`config.mk`:
```
export PLATFORM = sky130hd
export DESIGN_NAME = math_adder_brent_kung_sum_pipe
export DESIGN_NICKNAME = d
export VERILOG_FILES = /design/src/rtl/math_adder_brent_kung_sum_pipe_pkg.sv /design/src/rtl/math_adder_brent_kung_sum.sv /design/src/rtl/math_adder_brent_kung_sum_pipe.sv
export SDC_FILE = /design/constraint.sdc
export NUM_CORES = 1
export LEC_CHECK = 0
export CORE_ASPECT_RATIO = 1.25
export CORE_MARGIN = 8
export CORE_UTILIZATION = 42
export CTS_CLUSTER_SIZE = 20
export DETAILED_ROUTE_END_ITERATION = 16
export GPL_TIMING_DRIVEN = 1
export PLACE_DENSITY = 0.75
export SLEW_MARGIN = 20
export SYNTH_ARGS = -nofsm -noshare
export SYNTH_HDL_FRONTEND = slang
export SYNTH_SLANG_ARGS = --single-unit
```
`constraint.sdc`:
```
create_clock -name i_clk -period 1.2 [get_ports i_clk]
set_input_delay 0.18 -clock i_clk [delete_from_list [all_inputs] [get_ports i_clk]]
set_output_delay 0.18 -clock i_clk [all_outputs]
set_load 0.02 [all_outputs]
```
`src/rtl/math_adder_brent_kung_sum_pipe_pkg.sv`:
```
// Shared definitions for the Brent-Kung adder sum stage: skid-buffer state
// encoding and a small occupancy helper.
package math_adder_brent_kung_sum_pipe_pkg;

    typedef enum logic [1:0] {
        ST_EMPTY = 2'd0,
        ST_MAIN  = 2'd1,
        ST_FULL  = 2'd2
    } pipe_state_t;

    function automatic logic holds_beat(input pipe_state_t s);
        return (s != ST_EMPTY);
    endfunction

endpackage

```
`src/rtl/math_adder_brent_kung_sum.sv`:
```
// Final sum stage of a prefix adder: turns propagate and group-generate
// vectors into sum, carry out, signed overflow and zero flag.
module math_adder_brent_kung_sum #(
    parameter int N = 16
) (
    input  logic [N:0]   p,
    input  logic [N:0]   gg,
    output logic [N-1:0] sum,
    output logic         cout,
    output logic         ovf,
    output logic         zero
);

    // p[0] is the carry-in slot, so operand bit k pairs p[k+1] with gg[k].
    assign sum  = p[N:1] ^ gg[N-1:0];
    assign cout = gg[N];
    assign ovf  = gg[N] ^ gg[N-1];
    assign zero = ~|sum;

endmodule

```
`src/rtl/math_adder_brent_kung_sum_pipe.sv`:
```
// Registered sum stage with a main register and one skid register so that
// o_ready is a flop and never depends combinationally on i_ready.
module math_adder_brent_kung_sum_pipe
    import math_adder_brent_kung_sum_pipe_pkg::*;
#(
    parameter int N = 16
) (
    input  logic         i_clk,
    input  logic         i_rst_n,
    input  logic         i_valid,
    output logic         o_ready,
    input  logic [N:0]   i_p,
    input  logic [N:0]   i_gg,
    output logic         o_valid,
    input  logic         i_ready,
    output logic [N-1:0] o_sum,
    output logic         o_cout,
    output logic         o_ovf,
    output logic         o_zero
);

    localparam int BW = N + 3;

    logic [N-1:0] sum_p0;
    logic         cout_p0;
    logic         ovf_p0;
    logic         zero_p0;
    logic [BW-1:0] beat_p0;

    math_adder_brent_kung_sum #(.N(N)) u_sum (
        .p    (i_p),
        .gg   (i_gg),
        .sum  (sum_p0),
        .cout (cout_p0),
        .ovf  (ovf_p0),
        .zero (zero_p0)
    );

    assign beat_p0 = {zero_p0, ovf_p0, cout_p0, sum_p0};

    pipe_state_t   state_q, state_d;
    logic          ready_q;
    logic [BW-1:0] main_p1;
    logic [BW-1:0] skid_p1;
    logic          accept;
    logic          deliver;
    logic          load_main_new;
    logic          load_main_skid;
    logic          load_skid;

    assign accept  = i_valid & ready_q;
    assign deliver = holds_beat(state_q) & i_ready;

    always_comb begin
        state_d        = state_q;
        load_main_new  = 1'b0;
        load_main_skid = 1'b0;
        load_skid      = 1'b0;
        case (state_q)
            ST_EMPTY: begin
                if (accept) begin
                    state_d       = ST_MAIN;
                    load_main_new = 1'b1;
                end
            end
            ST_MAIN: begin
                if (accept && deliver) begin
                    load_main_new = 1'b1;
                end else if (accept) begin
                    state_d   = ST_FULL;
                    load_skid = 1'b1;
                end else if (deliver) begin
                    state_d = ST_EMPTY;
                end
            end
            ST_FULL: begin
                if (deliver) begin
                    state_d        = ST_MAIN;
                    load_main_skid = 1'b1;
                end
            end
            default: state_d = ST_EMPTY;
        endcase
    end

    // p0 -> p1: capture into main/skid registers
    always_ff @(posedge i_clk) begin
        if (!i_rst_n) begin
            state_q <= ST_EMPTY;
            ready_q <= 1'b1;
            main_p1 <= '0;
            skid_p1 <= '0;
        end else begin
            state_q <= state_d;
            ready_q <= (state_d != ST_FULL);
            if (load_main_new) begin
                main_p1 <= beat_p0;
            end else if (load_main_skid) begin
                main_p1 <= skid_p1;
            end
            if (load_skid) begin
                skid_p1 <= beat_p0;
            end
        end
    end

    assign o_ready = ready_q;
    assign o_valid = holds_beat(state_q);
    assign {o_zero, o_ovf, o_cout, o_sum} = main_p1;

endmodule

```
==> metrics.txt <==
DRT Pass-1 Iters=4; failing checks=setup timing; DRC violation total after the first TritonRoute iteration=103; footprint of the multi-input gates=1430 um^2; CP max stage delay=360 ps; CTS tree=done; hpwl dp=between 3000 and 4000 um; largest net degree at the start of global routing=36; Lkg Pwr=1.78 nW; unique cell type count in the Yosys netlist=33; register area share after synthesis=approximately two fifths; Worst Slack Setup Final=-164 ps; first-pass GRT wire length=10100 um; CP max stage cell=dfxtp_4; worst-path fanout max=5; max_cap viols=0; CTS HTree Levels=2; Yosys top cell area share=40.6%; antenna cells=0; top sig layer=met4; Worst Hold Depth=2; post-route ant nets=0; Max VDD drop=0.721 mV; initial core utilization=between 40% and 50%; DIE WIDTH=78.1 um; Critical Path, Cell by Cell=buf_6, nand3b_4, nor2_4, buf_6, buf_16, nor2_1, nor3b_2; post-synthesis async set-or-reset flop share=0%; Reg2Reg Capture Point=skid_p1[13]; Crit path arrival time=1590 ps; drt wl/cell=17.8 um; Cell Area, Synth=2020 um^2; Synth Flop Type=dfxtp_1; Skew-Pair Late Insertion Delay=300 ps; Top Family by Delay on Critical Path=simple AND/OR/NAND/NOR gates; Yosys reg bits=roughly 40; Ports=59; vias per cell=5.28; FF-to-FF Start=state_q[1]; wirelength, routed=6600 um; aggregate global routing overflow=0; Syn Inst Count=206; Worst Max-Slew Pin Slew=307 ps; Pwr Density=slightly below 1000 nW/um^2; syn_area_per_cell=9.82 um^2; overall routing resource usage=17.6%; M1 WL=2460 um; commonest cells in the netlist=dfxtp_1 (41), nand2_1 (22), mux2i_1 (19); RSZ-0062 raised after global routing=yes; Die Y=93.6 um; Die ar.=7300 um^2; Final Hold Vio Count=0; met2 routed WL=about 3700 um; Routability Congestion=0.765; met3 wire length=288 um; synth-to-layout area growth=74.6%; Remaining DRCs=0; Mapped Nets=244; Hold Crit Class=primary input to flop; Tot Pwr=3.45 mW; Pins Over Slew Limit=0; Final min period=1360 ps; final worst-path cycle share=114%; Root Driver=clkbuf_8; clock-pin slew on the worst setup and hold paths=80 ps; Fmax achieved=733 MHz; Clock Path Buffers=2; CTS buffer count=5; outcome=finished with violations; Worst Hold Launch=i_ready; most common cell in the synthesized netlist=dfxtp_1; fillers=310; Worst Reg-to-Reg Cells=7; Final nets=349; setup slack, reg-to-reg=-160 ps; CP most frequent cell=buf_6; EDFF count, synth=0; Vias=1966; vias in the first global route=2051; core area=approximately 4700 um^2; Synth area leaders=dfxtp_1 (41%), mux2i_1 (9.4%), o211a_1 (8.9%); initial antenna violation count=0; Fin Setup TNS=-3800 ps; CP startpoint kind=flop; final setup fails=40; port bufs=57; Reg area=830 um^2; FP Rows=28; Worst slew margin=79.4%; kind of critical path=flop to flop; post-synth top area cell=dfxtp_1; Hold EP=o_ready; skew final=~5.7 ps; Synth Warn #=0; Bufs and invs on worst path=3; TritonCTS Sinks=41; Req. time, crit path=between 1000 and 1500 ps; critical path endpoint category=flop; # hold bufs at CTS=0; layout cells sized above 1=roughly 43%
cells in the final DEF, fill, tap and decap left out, types with 2 or more instances in the layout:
master / count
buf_12: 3
buf_16: 3
buf_4: 32
buf_6: 18
clkbuf_1: 3
clkbuf_2: 2
clkbuf_8: 5
clkdlybuf4s15_1: 3
clkdlybuf4s50_1: 12
dfxtp_1: 38
dfxtp_4: 2
dlygate4sd2_1: 33
dlymetal6s2s_1: 6
mux2i_1: 19
nand2_1: 20
nand2_4: 2
nand3b_4: 2
nor2_1: 8
nor2_2: 6
nor2_4: 5
nor3_1: 2
nor3_2: 13
nor3b_1: 5
nor3b_2: 11
nor4_2: 3
o211a_1: 18
o21ai_2: 3
xor2_1: 7
xor2_2: 9
power breakdown:
group	total, mW	internal, mW	switching (mW)
registers	1.51	1.45	0.0589
clock network	0.891	0.414	0.477
logic	1.05	0.529	0.520
total	3.45	2.39	1.06
layer usage:
layer / global-route usage, % / vias to the layer above
met5: 0 / -
met4: 7.74 / 0
met3: 4.41 / 14
met2: 33.8 / 58
met1: 17.0 / 967
li1: - / 927
worst max path at each step:
stage / start / cells after the start / to / slack [ps]
floorplan: state_q[0] / 5 / main_p1[18] / -10
global placement: i_gg[0] / 6 / skid_p1[18] / -590
detailed placement: i_gg[1] / 6 / skid_p1[18] / -640
CTS: state_q[1] / 8 / main_p1[12] / -190
global route: state_q[1] / 7 / main_p1[14] / -220
finish: state_q[1] / 7 / skid_p1[13] / -160
final cells by class:
class	instances	share of cell area, %
repair buffers	112	31.4
flip-flops and latches	41	23.5
inverters	1	0.106
clock buffers	8	2.27
multi-input cells	150	40.6
well taps	60	2.13
registers in the layout, indices dropped and copies added, names as in the netlist:
signal,flops
o_ready,1
main_p1,19
state_q,2
skid_p1,19
stage by stage:
step	std cells	setup WS [ps]	cell area, um^2	util [%]	hold WS (ps)
detailed placement	347	-638	2890	61.5	470
CTS	373	-186	3350	71.5	376
global placement	347	-590	2890	61.5	458
floorplan	206	-10.2	2030	-	317
global route	372	-221	3530	75.2	379
finish	372	-164	3530	75.2	371
cell families after synthesis:
| family | Yosys count | share of synthesized area, % |
|---|---|---|
| and+or+nand+nor | 87 | 24.7 |
| DFF | 41 | 40.6 |
| AOI/OAI and AO/OA | 25 | 11.3 |
| muxes | 20 | 10.1 |
| xor gates and xnor gates | 18 | 7.80 |
| buffers and inverters | 15 | 5.44 |
repair_timing:
item | in CTS | in global routing
cloned | 4 | 0
resized for setup | 93 | 61
pin swaps | 28 | 20
setup endpoints to repair | 60 | 47
endpoints found under the hold margin | 0 | 0
buffers inserted | 14 | 3
(Power assumes the default switching activity.)
